==> src/rtl/reg_bank4x16_pkg.sv <==
// rtl/reg_bank4x16_pkg.sv - shared width default, index type and pointer helper for reg_bank4x16
package reg_bank4x16_pkg;

    localparam int WIDTH_DEFAULT = 16;
    localparam int DEPTH_FIXED   = 4;

    typedef logic [1:0] idx_t;

    // Natural 2-bit overflow gives the 3->0 wrap of the scan pointer.
    function automatic idx_t next_idx(input idx_t i);
        return i + idx_t'(1);
    endfunction

endpackage

==> src/rtl/mux4way16.sv <==
// rtl/mux4way16.sv - four-input WIDTH-bit combinational selector
module mux4way16
    import reg_bank4x16_pkg::*;
#(
    parameter int WIDTH = WIDTH_DEFAULT
) (
    input  logic [WIDTH-1:0] a,
    input  logic [WIDTH-1:0] b,
    input  logic [WIDTH-1:0] c,
    input  logic [WIDTH-1:0] d,
    input  idx_t             sel,
    output logic [WIDTH-1:0] y
);

    always_comb begin
        y = a;
        case (sel)
            2'd0:    y = a;
            2'd1:    y = b;
            2'd2:    y = c;
            2'd3:    y = d;
            default: y = a;
        endcase
    end

endmodule

==> src/rtl/reg_bank4x16.sv <==
// rtl/reg_bank4x16.sv - four-entry register bank with direct or auto-scan read select
module reg_bank4x16
    import reg_bank4x16_pkg::*;
#(
    parameter int WIDTH = WIDTH_DEFAULT,
    parameter int DEPTH = DEPTH_FIXED
) (
    input  logic             clk,
    input  logic             reset,
    input  logic             we,
    input  idx_t             waddr,
    input  logic [WIDTH-1:0] wdata,
    input  idx_t             raddr,
    input  logic             scan_en,
    output logic [WIDTH-1:0] rdata,
    output idx_t             rsel,
    output logic             scan_last
);

    logic [WIDTH-1:0] regs [DEPTH];
    idx_t             scan_ptr;

    // Reset wins over both the write and the pointer increment on the same edge.
    always_ff @(posedge clk) begin
        if (reset) begin
            for (int i = 0; i < DEPTH; i++) begin
                regs[i] <= '0;
            end
            scan_ptr <= '0;
        end else begin
            if (we) begin
                regs[waddr] <= wdata;
            end
            if (scan_en) begin
                scan_ptr <= next_idx(scan_ptr);
            end
        end
    end

    assign rsel      = scan_en ? scan_ptr : raddr;
    assign scan_last = scan_en && (scan_ptr == idx_t'(3));

    // Read is purely from stored state, so a same-cycle write is not visible until after the edge.
    mux4way16 #(
        .WIDTH (WIDTH)
    ) u_rd_mux (
        .a   (regs[0]),
        .b   (regs[1]),
        .c   (regs[2]),
        .d   (regs[3]),
        .sel (rsel),
        .y   (rdata)
    );

endmodule

==> config.mk <==
export PLATFORM = sky130hd
export DESIGN_NAME = reg_bank4x16
export DESIGN_NICKNAME = d
export VERILOG_FILES = /design/src/rtl/reg_bank4x16_pkg.sv /design/src/rtl/mux4way16.sv /design/src/rtl/reg_bank4x16.sv
export SDC_FILE = /design/constraint.sdc
export NUM_CORES = 1
export LEC_CHECK = 0
export CORE_ASPECT_RATIO = 0.5
export CORE_MARGIN = 5
export CORE_UTILIZATION = 35
export CTS_CLUSTER_DIAMETER = 50
export CTS_CLUSTER_SIZE = 8
export DETAILED_ROUTE_END_ITERATION = 10
export HOLD_SLACK_MARGIN = 0.02
export PLACE_DENSITY = 0.66
export SYNTH_ARGS = -nofsm -noshare
export SYNTH_HDL_FRONTEND = slang
export SYNTH_HIERARCHICAL = 1
export SYNTH_SLANG_ARGS = --single-unit
==> constraint.sdc <==
create_clock -name clk -period 4.5 [get_ports clk]
set_clock_uncertainty 0.2 [all_clocks]
set_input_delay 0.9 -clock clk [delete_from_list [all_inputs] [get_ports clk]]
set_output_delay 0.9 -clock clk [all_outputs]
set_load 0.03 [all_outputs]
==> metrics.md <==
| Metric | Value |
|---|---|
| Status | `completed` |
| CP top delay family | `multiplexers` |
| Worst-Skew Late Latency | `approximately 0.32 ns` |
| Critical Path Slowest Stage Cell | `mux2_2` |
| Power density over cell area | `441 nW/um2` |
| Worst-path clk slew | `0.05 ns` |
| Flip-flop and latch count after synthesis | `66` |
| CTS max path bufs | `2` |
| Die Wd | `141 um` |
| PostCTS Resize Cnt | `0` |
| CP required | `3.40 ns` |
| Area of the core | `approximately 8000 um2` |
| Total grt overflow | `0` |
| Die height | `75.3 um` |
| Max-slew headroom | `37.2%` |
| CP Capture Type | `primary output` |
| Fin. max-slew vios | `0` |
| Cell area after synthesis | `2990 um2` |
| Crit-path most repeated cell | `clkdlybuf4s50_1` |
| Area Growth Syn to Fin | `27.2%` |
| Placed Area | `3490 um2` |
| Drt wl/cell | `17.6 um` |
| Commonest non-fill, non-tap cell in the layout | `and2_1` |
| Cells after Synth | `173` |
| Lkg Pwr | `1.36 nW` |
| Most frequent cells in the layout | `and2_1, edfxtp_1, clkdlybuf4s50_1` |
| Initial Util | `36.7%` |
| Drt first-iter violations | `just over 100` |
| RSZ-0062 raised after global routing | `false` |
| Crit path kind | `in -> out` |
| Total Routing Usage GR | `12.1%` |
| Hold Crit Class | `reg -> reg` |
| Buffers and inverters on the worst path | `2` |
| Vias in the first global route | `1843` |
| Max Fclk | `229 MHz` |
| Fin area | `3800 um2` |
| Htree depth | `3` |
| Register area share after synthesis | `65.6%` |
| Antenna violations before repair | `0` |
| N_diodes | `0` |
| Port-buffer cells | `42` |
| Global-route wire length before repair | `roughly 9500 um` |
| Syn_area_per_cell | `17.3 um2` |
| Drt total wl | `5940 um` |
| Largest net degree at the start of global routing | `18` |
| Total CTS buffers | `9` |
| Io pins | `between 40 and 50` |
| Area leader, netlist | `edfxtp_1` |
| Row cnt | `23` |
| Synth top area share | `between 60 and 70%` |
| Largest cells by area after synthesis | `edfxtp_1, and2_1, mux4_2, mux4_1, dfxtp_1` |
| Worst EP arrival | `3.26 ns` |
| Post-route DRC | `0` |
| Detailed Place HPWL | `about 3700 um` |
| Startpoint types | `input port` |
| Cts-stage hold buffer count | `0` |
| Max Fanout on Critical Path | `17` |
| Slowest stage delay, CP | `0.66 ns` |
| Die ar. | `10600 um2` |
| TritonRoute pass-1 iters | `4` |
| Post CTS Setup Buffer Count | `0` |
| Worst-path cell chain | `clkdlybuf4s50_1, mux2_2, mux4_1, clkdlybuf4s50_1` |
| MaxCap Viol Count | `0` |
| Final worst-path cycle share | `a little over nine tenths` |
| Hold Vio Cnt, Final | `0` |
| Via Count | `roughly 1.6k` |
| # fillers | `686` |
| Post-route ant nets | `0` |
| NumNets Final | `245` |
| Synth cell types | `22` |
| Peak supply drop | `169 uV` |
| Root Driver | `clkbuf_16` |
| Synth Warn # | `6` |
| Final Critical Period | `around 4.4 ns` |
| Vias/cell | `4.74` |
| Setup_tns | `0 ns` |
| CTS sink cnt | `66` |
| Placer congestion estimate | `0.690` |
| Setup violations, final | `0` |
| CTS tree | `built` |
| Slew @ Worst Pin | `0.938 ns` |
| Synthesized net count | `198` |
| Share of cells above drive strength 1 | `between 15 and 20%` |
[registers in the layout, indices dropped and copies added (netlist names)]
register and cells:
regs 64, scan_ptr 2
[stage by stage]
stage | setup WS, ns | hold slack, ns | utilization [%] | power (mW) | std cells
3_5_place_dp | 0.0806 | 0.338 | 42.9 | 0.992 | 321
5_1_grt | 0.0153 | 0.391 | 46.7 | 1.74 | 337
4_1_cts | 0.0809 | 0.349 | 46.7 | 1.69 | 337
2_1_floorplan | 1.25 | 0.281 | - | 0.893 | 173
3_3_place_gp | 0.109 | 0.306 | 42.9 | 0.987 | 321
6_report | 0.137 | 0.340 | 46.7 | 1.68 | 337
[synthesized netlist by cell type]
library cell	instances
and4bb_2	2
clkbuf_1	1
dfxtp_1	2
buf_12	1
buf_2	2
o21bai_1	2
buf_6	3
mux4_2	10
nand2b_1	1
nor2_1	2
mux2i_1	1
edfxtp_1	64
clkbuf_2	2
a31o_2	2
xnor2_1	1
nor4b_4	1
mux2_2	2
mux4_1	6
and2b_1	1
ha_1	1
inv_1	1
and2_1	65
[cell families (layout without fill, tap and decap cells)]
| kind of cell | after synthesis | count (layout) | synth area share (%) |
|---|---|---|---|
| AO/OA/AOI/OAI | 4 | 4 | 1.09 |
| XOR/XNOR | 1 | 1 | 0.293 |
| adder cells (fa/ha/maj) | 1 | 1 | 0.419 |
| buffers and inverters | 10 | 62 | 2.72 |
| flip-flops | 66 | 66 | 65.6 |
| multiplexers | 19 | 19 | 13.9 |
| AND/OR/NAND/NOR | 72 | 72 | 15.9 |
[cell type report]
cell class | instances | area (um2) | share of cell area, %
timing repair buffer | 45 | 443 | 11.6
clock buffer | 14 | 274 | 7.20
inverter | 1 | 3.75 | 0.0987
tap | 112 | 140 | 3.68
sequential | 66 | 1960 | 51.6
clock inverter | 2 | 35.0 | 0.921
multi-input combinational | 97 | 946 | 24.9
[routing by layer]
metal / GRT usage, % / routed length (um) / vias up / share of wire [%]
met1: 14.2 / 2590 / 811 / 44
met2: 21.7 / 3070 / 32 / 52
met5: 0 / 0 / - / 0
li1: - / - / 748 / -
met3: 3.70 / 232 / 6 / 3.9
met4: 4.19 / 44 / 0 / 0.74
[power breakdown]
group          internal (mW)  switching (mW)
clock                  0.473           0.231
sequential             0.725          0.0119
combinational          0.112           0.126
total                   1.31           0.369
[worst reg2reg max path, delay by kind of cell, from the launching register on]
family / cells / cell delay, ns
DFF: 1 / 0.33
muxes: 1 / 0.13
and+or+nand+nor: 1 / 0.05
adders and majority gates: 1 / 0.29
[final timing paths]
check | start | cells after the start | slack [ns] | endpoint
setup / recovery | scan_en | 4 | 0.14 | rdata[13]
hold / removal | scan_ptr[1] | 2 | 0.34 | scan_ptr[1]
setup reg to reg | scan_ptr[0] | 3 | 3.37 | scan_ptr[1]
hold reg to reg | scan_ptr[1] | 2 | 0.34 | scan_ptr[1]
Note: power is estimated with default switching activity, not from simulation.
